## src/rtl/cam_rst_ctrl.sv

```systemverilog
// rtl/cam_rst_ctrl.sv - PLL reset sequencer and lock supervisor driving sys_rst_n
module cam_rst_ctrl #(
    parameter int PLL_RST_CYCLES = 4,
    parameter int LOCK_STABLE    = 16,
    parameter int LOCK_TIMEOUT   = 1024
) (
    input  logic       clk,
    input  logic       reset,
    input  logic       pll_lock,
    output logic       pll_reset,
    output logic       sys_rst_n,
    output logic       locked,
    output logic [7:0] retry_cnt,
    output logic [7:0] loss_cnt
);

    localparam int MAX_A = (PLL_RST_CYCLES > LOCK_STABLE) ? PLL_RST_CYCLES : LOCK_STABLE;
    localparam int MAX_P = (MAX_A > LOCK_TIMEOUT) ? MAX_A : LOCK_TIMEOUT;
    localparam int CW    = (MAX_P > 1) ? $clog2(MAX_P) : 1;

    localparam logic [CW-1:0] RST_LAST = CW'(PLL_RST_CYCLES - 1);
    localparam logic [CW-1:0] STB_LAST = CW'(LOCK_STABLE - 1);
    localparam logic [CW-1:0] TMO_LAST = CW'(LOCK_TIMEOUT - 1);

    typedef enum logic [1:0] {
        ST_PLL_RST,
        ST_WAIT_LOCK,
        ST_STABLE,
        ST_RUN
    } state_t;

    state_t        state_q, state_d;
    logic [CW-1:0] cnt_q, cnt_d;
    logic          lock_meta_q, lock_meta_d;
    logic          lock_s_q, lock_s_d;
    logic          pll_reset_q, pll_reset_d;
    logic          sys_rst_n_q, sys_rst_n_d;
    logic          locked_q, locked_d;
    logic [7:0]    retry_q, retry_d;
    logic [7:0]    loss_q, loss_d;

    always_comb begin
        lock_meta_d = pll_lock;
        lock_s_d    = lock_meta_q;
        state_d     = state_q;
        cnt_d       = cnt_q + CW'(1);
        retry_d     = retry_q;
        loss_d      = loss_q;

        case (state_q)
            ST_PLL_RST: begin
                if (cnt_q == RST_LAST) state_d = ST_WAIT_LOCK;
            end
            ST_WAIT_LOCK: begin
                if (lock_s_q) begin
                    state_d = ST_STABLE;
                end else if (cnt_q == TMO_LAST) begin
                    state_d = ST_PLL_RST;
                    if (retry_q != 8'hFF) retry_d = retry_q + 8'd1;
                end
            end
            ST_STABLE: begin
                if (!lock_s_q) state_d = ST_WAIT_LOCK;
                else if (cnt_q == STB_LAST) state_d = ST_RUN;
            end
            ST_RUN: begin
                cnt_d = '0;
                if (!lock_s_q) begin
                    state_d = ST_PLL_RST;
                    if (loss_q != 8'hFF) loss_d = loss_q + 8'd1;
                end
            end
            default: state_d = ST_PLL_RST;
        endcase

        // Every phase measures its own duration from zero.
        if (state_d != state_q) cnt_d = '0;

        // Outputs follow the next state so they change on the transition edge itself.
        pll_reset_d = (state_d == ST_PLL_RST);
        sys_rst_n_d = (state_d == ST_RUN);
        locked_d    = (state_d == ST_RUN);
    end

    always_ff @(posedge clk or posedge reset) begin
        if (reset) begin
            state_q     <= ST_PLL_RST;
            cnt_q       <= '0;
            lock_meta_q <= 1'b0;
            lock_s_q    <= 1'b0;
            pll_reset_q <= 1'b1;
            sys_rst_n_q <= 1'b0;
            locked_q    <= 1'b0;
            retry_q     <= 8'd0;
            loss_q      <= 8'd0;
        end else begin
            state_q     <= state_d;
            cnt_q       <= cnt_d;
            lock_meta_q <= lock_meta_d;
            lock_s_q    <= lock_s_d;
            pll_reset_q <= pll_reset_d;
            sys_rst_n_q <= sys_rst_n_d;
            locked_q    <= locked_d;
            retry_q     <= retry_d;
            loss_q      <= loss_d;
        end
    end

    assign pll_reset = pll_reset_q;
    assign sys_rst_n = sys_rst_n_q;
    assign locked    = locked_q;
    assign retry_cnt = retry_q;
    assign loss_cnt  = loss_q;

endmodule

```

## config.mk

```make
export PLATFORM = sky130hd
export DESIGN_NAME = cam_rst_ctrl
export DESIGN_NICKNAME = d
export VERILOG_FILES = /design/src/rtl/cam_rst_ctrl.sv
export SDC_FILE = /design/constraint.sdc
export NUM_CORES = 1
export LEC_CHECK = 0
export CORE_ASPECT_RATIO = 0.5
export CORE_MARGIN = 8
export CORE_UTILIZATION = 53
export DETAILED_ROUTE_END_ITERATION = 16
export GPL_TIMING_DRIVEN = 0
export MAX_ROUTING_LAYER = met4
export PLACE_DENSITY = 0.78
export RECOVER_POWER = 50
export SYNTH_ARGS = -nofsm -noshare
export SYNTH_HDL_FRONTEND = slang
export SYNTH_SLANG_ARGS = --single-unit
```

## constraint.sdc

```tcl
create_clock -name clk -period 2.05 [get_ports clk]
set_input_delay 0.3075 -clock clk [delete_from_list [all_inputs] [get_ports clk]]
set_output_delay 0.3075 -clock clk [all_outputs]
set_load 0.005 [all_outputs]
```

Word level (Yosys, flattened, before mapping)
Index checks and enable logic that the tools add are counted.

storage, ports and cells
  register bits after elaboration = 32
  output and inout bits = 19

cells by class
  add/sub/neg operators = 3
  mux-type cells = 9
  reduce and logical (&&, ||, !) cells = 4
  bitwise logic cells = 1
  eq/ne operators = 10

operators by type and width
  cell                   count
  $mux 10                2
  $add 8x1->8 const B    2
  $ne 8x8->1 const B     2
  $mux 2                 6
  $add 10x1->10 const B  1
  $eq 10x10->1 const B   1
  $eq 10x2->1 const B    1
  $eq 10x4->1 const B    1
  $pmux 2 s4             1
  $eq 2x2->1 const B     3
  $logic_not 2->1        2
  $reduce_and 4->1       1
  $reduce_and 3->1       1
  $eq 2x1->1 const B     1
  $ne 2x2->1             1
  $not 1->1              1

Longest topological paths before layout
Gate-level depths: netlist of run 1.

  depth in word-level cells = 6
  mapped depth = 6
  gate-level depth less buffers = 5

Least setup slack after synthesis of run 1
Ideal clock, no wire load.

  path type = reg-to-reg
  from = register state_q[1]
  to = register retry_q[1], in the netlist retry_cnt[1]
  setup time = 127 ps
  slack = 193 ps
  arrival = 1729 ps
  data required time = 1923 ps
  cell stages (with the launch flop) = 6
  cell sequence = dfrtp_1 clkbuf_1 or3b_4 nor4b_4 nand2_1 mux2_1

between the ends
  cells in the longest elaborated chain, start to end = 2

ends and longest elaborated chain
  what                               RTL line  text
  start: declaration                 32        state_t state_q, state_d;
  start signal: assignment           97        state_q <= state_d;
  $eq 2x1->1                         50        case (state_q)
  $reduce_and 4->1 (no source line)  --
  end signal: assignment             104       retry_q <= retry_d;
  end: declaration                   39        logic [7:0] retry_q, retry_d;

No other way between the ends.
A chain may end at the register's enable or synchronous reset.

Worst setup path after layout of run 1
  from = register state_q[1]
  to = register retry_q[6], in the netlist retry_cnt[6]

The elaborated chain is that of the path after synthesis.

==> qor.yml, run 1 <==
drive_gt1_frac: 0.09639
grt_max_degree: 33
cts_made_buffers: 5
cap_violations: 0
synth.avg_cell_area_um2: 10.97
cts_tree: "yes"
worst_path_max_delay_cell: "or3b_4"
synthTopCellsByCount: "dfrtp_1, nor2_1, xnor2_1"
yosysWarnings: 0
syn_nets: 143
cts-htree-levels: 2
fin_crit_sh: 0.9684
cts_root_buf: "clkbuf_8"
clock_sinks: 32
routed_wl_um: 2859
outcome: "complete, no violations"
relSlewSlack: 0.2238
layout_setup_ws_ns: 0.06488
nFillCells: 198
ff_latch_area_um2: 802.0
max_freq_ghz: 0.5037
synth-edff-count: 0
place_area_um2: 1759
setup_viol: 0
antenna_cells: 0
path_class: "register to register"
regToRegSetupSlack_ns: 0.06
powerDensity_nw_per_um2: 929.9
wire_per_inst_um: 14.08
vias: 1130
peakVddDrop_mv: 0.4606
cts_hold_repair.buffers: 0
synthFlopType: "dfrtp_1"
path_cells: "clkbuf_1 > or3b_4 > nor4b_4 > buf_4 > nand4_1 > mux2_1"
fp-row-count: 13
required_ns: 2.22
grt_pass1_vias: 1113
die_y_um: 53.65
drt-initial-drc-count: 35
port_buffers: 21
hold_viol: 0
clock_path_buffers: 2
grt_usage: 0.1313
p_leak_nw: 0.8758
holdCritPathClass: "register to register"
pre_cts_ws_ns: -0.06397
slowest_delay_ns: 0.45
finalInstanceArea_um2: 1874
synth-seq-area-share: 0.5337
cp-end-kind: "register"
grt_overflow_total: 0
tightest_slew_ns: 1.163
fp.dieArea_um2: 4898
gp_congestion: 0.8161
async_flop_share: 1.000
synth_cell_types: 31
multi_input_area_um2: 700.7
nets: 172
fp.dieW_um: 91.30
critical_path_arrival_ns: 2.15
path_depth: 6
grt_first_pass_wirelength_um: 4836
synth_most_common_cell: "dfrtp_1"
syn_area_um2: 1503
clk_latency_ns: 0.28
synthCells: 137
synth_top_cell_by_area: "dfrtp_1"
antenna_found_initial: 0
skew_ns: 0.008084
netlist_top_cells_area: "dfrtp_1, xnor2_1, xor2_1, nor2_1, nand3_1"
synth_top_area_share: 0.5162
crit_path_start_kind: "register"
area_delta_synth_final_pct: 24.73
crit_fanout: 7
drc: 0
rsz0062_at_grt: "no"
drtAntennaViolNets: 0
start_util: 0.5668
viasPerCell: 5.567
io_pins: 22
critical_path_buf_inv_count: 2
ys_ff_latch: 32
crit_family: "simple AND/OR/NAND/NOR gates"
dpl.hpwl_um: 2001
first_pass_iters: 4
fin_hold_ws_ns: 0.3501
clk_pin_slew_worst_paths_ns: 0.06
core_area_um2: 2651
final_max_slew_viol_count: 0
holdPathStages: 0
final.min_clock_period_ns: 1.985
ff2ff_path_depth: 6
## worst paths after layout
path,from,end
max,state_q[1],retry_cnt[6]
min,lock_meta_q,lock_s_q
max reg2reg,state_q[1],retry_cnt[6]
min reg2reg,lock_meta_q,lock_s_q
max in group asynchronous,reset,cnt_q[6]
min in group asynchronous,reset,cnt_q[2]
## per-stage QoR
stage	std cells	utilization	TNS (ns)	total power [mW]
after floorplan	137	-	0	1.091
after global placement	195	0.6635	-0.04701	1.265
after detailed placement	195	0.6635	-0.2448	1.280
after CTS	202	0.6951	0	1.750
final	203	0.7069	0	1.743
after global routing	203	0.7069	0	1.857
## report_power, final
part	switching, mW	leakage, nW	total (mW)	internal [mW]
logic	0.218	0.408	0.449	0.231
clock network	0.221	0.0410	0.451	0.230
registers	0.106	0.427	0.843	0.737
total	0.545	0.876	1.74	1.20
## kinds of logic (layout without fill, tap and decap cells)
family / count (synthesis) / after routing / share of synthesized area
compound gates: 9 / 9 / 0.04664
xor+xnor: 21 / 21 / 0.1224
fa+ha+maj: 3 / 3 / 0.02498
buf+inv: 7 / 36 / 0.01998
flops: 32 / 32 / 0.5337
mux: 3 / 3 / 0.02248
simple gates: 62 / 62 / 0.2298
## cells in the final DEF, fill, tap and decap left out, drive strengths merged
| cell | netlist | routed |
|---|---|---|
| nor2 | 14 | 14 |
| nor3b | 2 | 2 |
| clkbuf | 2 | 8 |
| dfstp | 1 | 1 |
| dlygate4sd3 | 0 | 15 |
| o2bb2ai | 1 | 1 |
| nor4b | 1 | 1 |
| nand3 | 10 | 10 |
| nand4 | 6 | 6 |
| and4 | 3 | 3 |
| ha | 3 | 3 |
| mux2 | 3 | 3 |
| nand2 | 9 | 9 |
| inv | 4 | 4 |
| or3b | 1 | 1 |
| a211oi | 1 | 1 |
| o2111ai | 1 | 1 |
| a31o | 1 | 1 |
| a311oi | 1 | 1 |
| clkdlybuf4s50 | 0 | 6 |
| clkinv | 0 | 1 |
| nand4b | 1 | 1 |
| a31oi | 3 | 3 |
| nand2b | 1 | 1 |
| nor4 | 2 | 2 |
| and3 | 5 | 5 |
| xor2 | 10 | 10 |
| xnor2 | 11 | 11 |
| nor3 | 6 | 6 |
| a32oi | 1 | 1 |
| and2 | 1 | 1 |
| buf | 1 | 2 |
| dfrtp | 31 | 31 |
## flip-flops by register name, indices dropped and copies added (netlist names)
register     cells
state_q          2
cnt_q           10
lock_meta_q      1
retry_cnt        8
pll_reset        1
loss_cnt         8
lock_s_q         1
locked           1
## timing repair
item                       4_1_cts  5_1_grt
buffers inserted                 0        1
resized for setup                1        3
pin swaps                        1        2
hold endpoints to repair         0        0
setup endpoints to repair        7       12
## per-layer routing
layer | vias to the layer above | GRT usage | wire (µm)
met4 | 0 | 0.08311 | 55
met2 | 16 | 0.2053 | 1349
met5 | - | - | 0
li1 | 540 | - | -
met3 | 5 | 0.04017 | 102
met1 | 569 | 0.1493 | 1352
## cell type report
cell class / count / share of cell area
sequential: 32 / 0.4279
multi-input combinational: 98 / 0.3738
tap: 37 / 0.02470
buffer: 3 / 0.008011
timing repair buffer: 22 / 0.1162
clock buffer: 6 / 0.03872
inverter: 4 / 0.008011
clock inverter: 1 / 0.002670
Power figures use the tool's default switching activity.
==> run 2, diff against run 1 <==
Settings changed: CORE_UTILIZATION 53 to 55, CTS_BUF_LIST from default to sky130_fd_sc_hd__clkbuf_8, PLACE_DENSITY 0.78 to 0.81.
==> run 2 against run 1 <==
Final cell count is 1.5% higher. First-iteration DRC count grew 20%. Final area increased by 1.9%. Non-clock buffer count is 2 higher.
==> qor.yml, run 2 (synthesis results as in run 1) <==
outcome: "complete, no violations"
cap_violations: 0  # unchanged
top_register: "cnt_q"
first_pass_iters: 4  # unchanged
routed_wl_um: 3097  # +8.3%
clock_path_buffers: 2  # unchanged
start_util: 0.5774  # +0.01063
powerDensity_nw_per_um2: 955.0  # +2.7%
critical_path_arrival_ns: 2.11  # -0.04 ns
multi_input_area_um2: 700.7  # unchanged
final.min_clock_period_ns: 1.958  # -0.02712 ns
final_max_slew_viol_count: 0  # unchanged
tns_ns: 0  # unchanged
crit_fanout: 5  # -2
vias: 1143  # +1.2%
wire_per_inst_um: 15.03  # +6.7%
clock_sinks: 32  # unchanged
antenna_found_initial: 0  # unchanged
mostFrequentLayoutCells: "dfrtp_1, nor2_1, clkdlybuf4s50_1"
r2r-start: "cnt_q[0]"
cts_hold_repair.buffers: 0  # unchanged
die_y_um: 52.96  # -1.3%
grt_overflow_total: 0  # unchanged
path_class: "register to register"
rsz0062_at_grt: "no"
required_ns: 2.20  # -0.02 ns
core_area_um2: 2603  # -1.8%
setup_viol: 0  # unchanged
largest_register_ffs: 10  # unchanged
antenna_cells: 0  # unchanged
area_delta_synth_final_pct: 27.06
fp.dieArea_um2: 4762  # -2.8%
hold_path_end: "lock_s_q"
peakVddDrop_mv: 0.3975  # -14%
cts-htree-levels: 2  # unchanged
skew_ns: 0.006136  # -0.001949 ns
fin_crit_sh: 0.9551  # -0.01323
holdPathStages: 0  # unchanged
placed_cells: 195  # unchanged
tightest_slew_ns: 0.8080  # -0.3551 ns
nFillCells: 187  # -5.6%
relSlewSlack: 0.4613  # +0.2376
reg2reg_to: "cnt_q[1]"
regToRegSetupSlack_ns: 0.09  # +0.03 ns
cts_root_buf: "clkbuf_8"
grt_pass1_vias: 1094  # -1.7%
crit_path_start_kind: "register"
nets: 174  # +1.2%
drive_gt1_frac: 0.1124  # +0.01604
max_freq_ghz: 0.5107  # +1.4%
hold_viol: 0  # unchanged
p_leak_nw: 0.8860  # +1.2%
gp_congestion: 0.8083  # -0.96%
viasPerCell: 5.549  # -0.32%
cts_made_buffers: 5  # unchanged
grt_first_pass_wirelength_um: 4961  # +2.6%
fp.dieW_um: 89.92  # -1.5%
clk_pin_slew_worst_paths_ns: 0.07  # about the same
path_cells: "ha_1 > and3_1 > clkbuf_1 > a31o_2 > a311oi_4 > nor3b_1"
ff_latch_area_um2: 802.0  # unchanged
ff2ff_path_depth: 6  # unchanged
drt-initial-drc-count: 42  # +20%
io_pins: 22  # unchanged
cts_tree: "yes"
worst_path_max_delay_cell: "a311oi_4"
fp-row-count: 13  # unchanged
port_buffers: 21  # unchanged
dpl.hpwl_um: 2037  # +1.8%
cp-end-kind: "register"
final_common_cell: "dfrtp_1"
final_cells: 206  # +1.5%
drc: 0  # unchanged
holdCritPathClass: "register to register"
grt_max_degree: 33  # unchanged
drtAntennaViolNets: 0  # unchanged
hold_start: "lock_meta_q"
slowest_delay_ns: 0.44  # about the same
clk_latency_ns: 0.28  # about the same
grt_usage: 0.1361  # +0.004794
run 2: changes by cell type in the layout (fill, tap and decap cells not counted):
cell             delta
dlymetal6s4s_1      +1
clkdlybuf4s50_1     +7
clkbuf_1            -1
buf_4               +1
clkinv_2            +1
clkbuf_8            +1
dlygate4sd3_1       -7
run 2: worst max-delay path by stage:
stage | from | to | depth (start not counted) | slack (ns)
after CTS | cnt_q[0] | cnt_q[1] | 6 | 0.03
after global routing | cnt_q[0] | cnt_q[1] | 6 | 0.001
after global placement | cnt_q[0] | cnt_q[3] | 6 | -0.05
final | cnt_q[0] | cnt_q[1] | 6 | 0.09
after detailed placement | cnt_q[0] | cnt_q[1] | 6 | -0.15
after floorplan | state_q[1] | retry_cnt[1] | 5 | 0.19
run 2: power by group:
part | internal, mW | leakage (nW) | total (mW) | switching, mW
Combinational | 0.242 | 0.408 | 0.477 | 0.235
Clock | 0.268 | 0.0510 | 0.497 | 0.229
Sequential | 0.736 | 0.427 | 0.849 | 0.113
Total | 1.25 | 0.886 | 1.82 | 0.578
run 2: area by class of cell:
class                      instances  area share
buffer                             3    0.007864
tap                               37     0.02425
clock buffer                       6     0.04325
multi-input combinational         98      0.3670
inverter                           4    0.007864
timing repair buffer              24      0.1245
clock inverter                     2    0.005242
sequential                        32      0.4201
run 2: repair_timing:
| action | CTS | global route |
|---|---|---|
| pin swaps | 1 | 2 |
| setup endpoints to repair | 10 | 7 |
| gates resized for setup | 2 | 2 |
| setup buffers | 0 | 2 |
run 2: worst max-delay path: cells and delay by family (launching register included):
family | cells | cell delay (ns)
compound gates | 2 | 0.70
flops | 1 | 0.41
simple gates | 2 | 0.30
fa+ha+maj | 1 | 0.26
buf+inv | 1 | 0.16
run 2: metal layers:
layer / routed length (µm) / global-route usage
met1: 1346 / 0.1471
met4: 85 / 0.05722
met2: 1480 / 0.2264
met5: 0 / -
met3: 184 / 0.05352
run 2: metrics by stage:
step                instance area [µm²]  utilization  power, mW  setup slack (ns)  hold WS [ns]
finish                             1909       0.7337      1.823           0.09200        0.3540
floorplan                          1503            -      1.091            0.1931        0.3312
global placement                   1759       0.6760      1.264          -0.04776        0.3330
CTS                                1864       0.7163      1.799           0.02873        0.3563
global route                       1909       0.7337      1.928          0.001154        0.3647
detailed placement                 1759       0.6760      1.291           -0.1484        0.3373
==> run 3, diff against run 2 <==
Settings changed: TNS_END_PERCENT from default to 100.
==> results of run 3 <==
Final layout, timing and power as in run 2 (identical DEF).
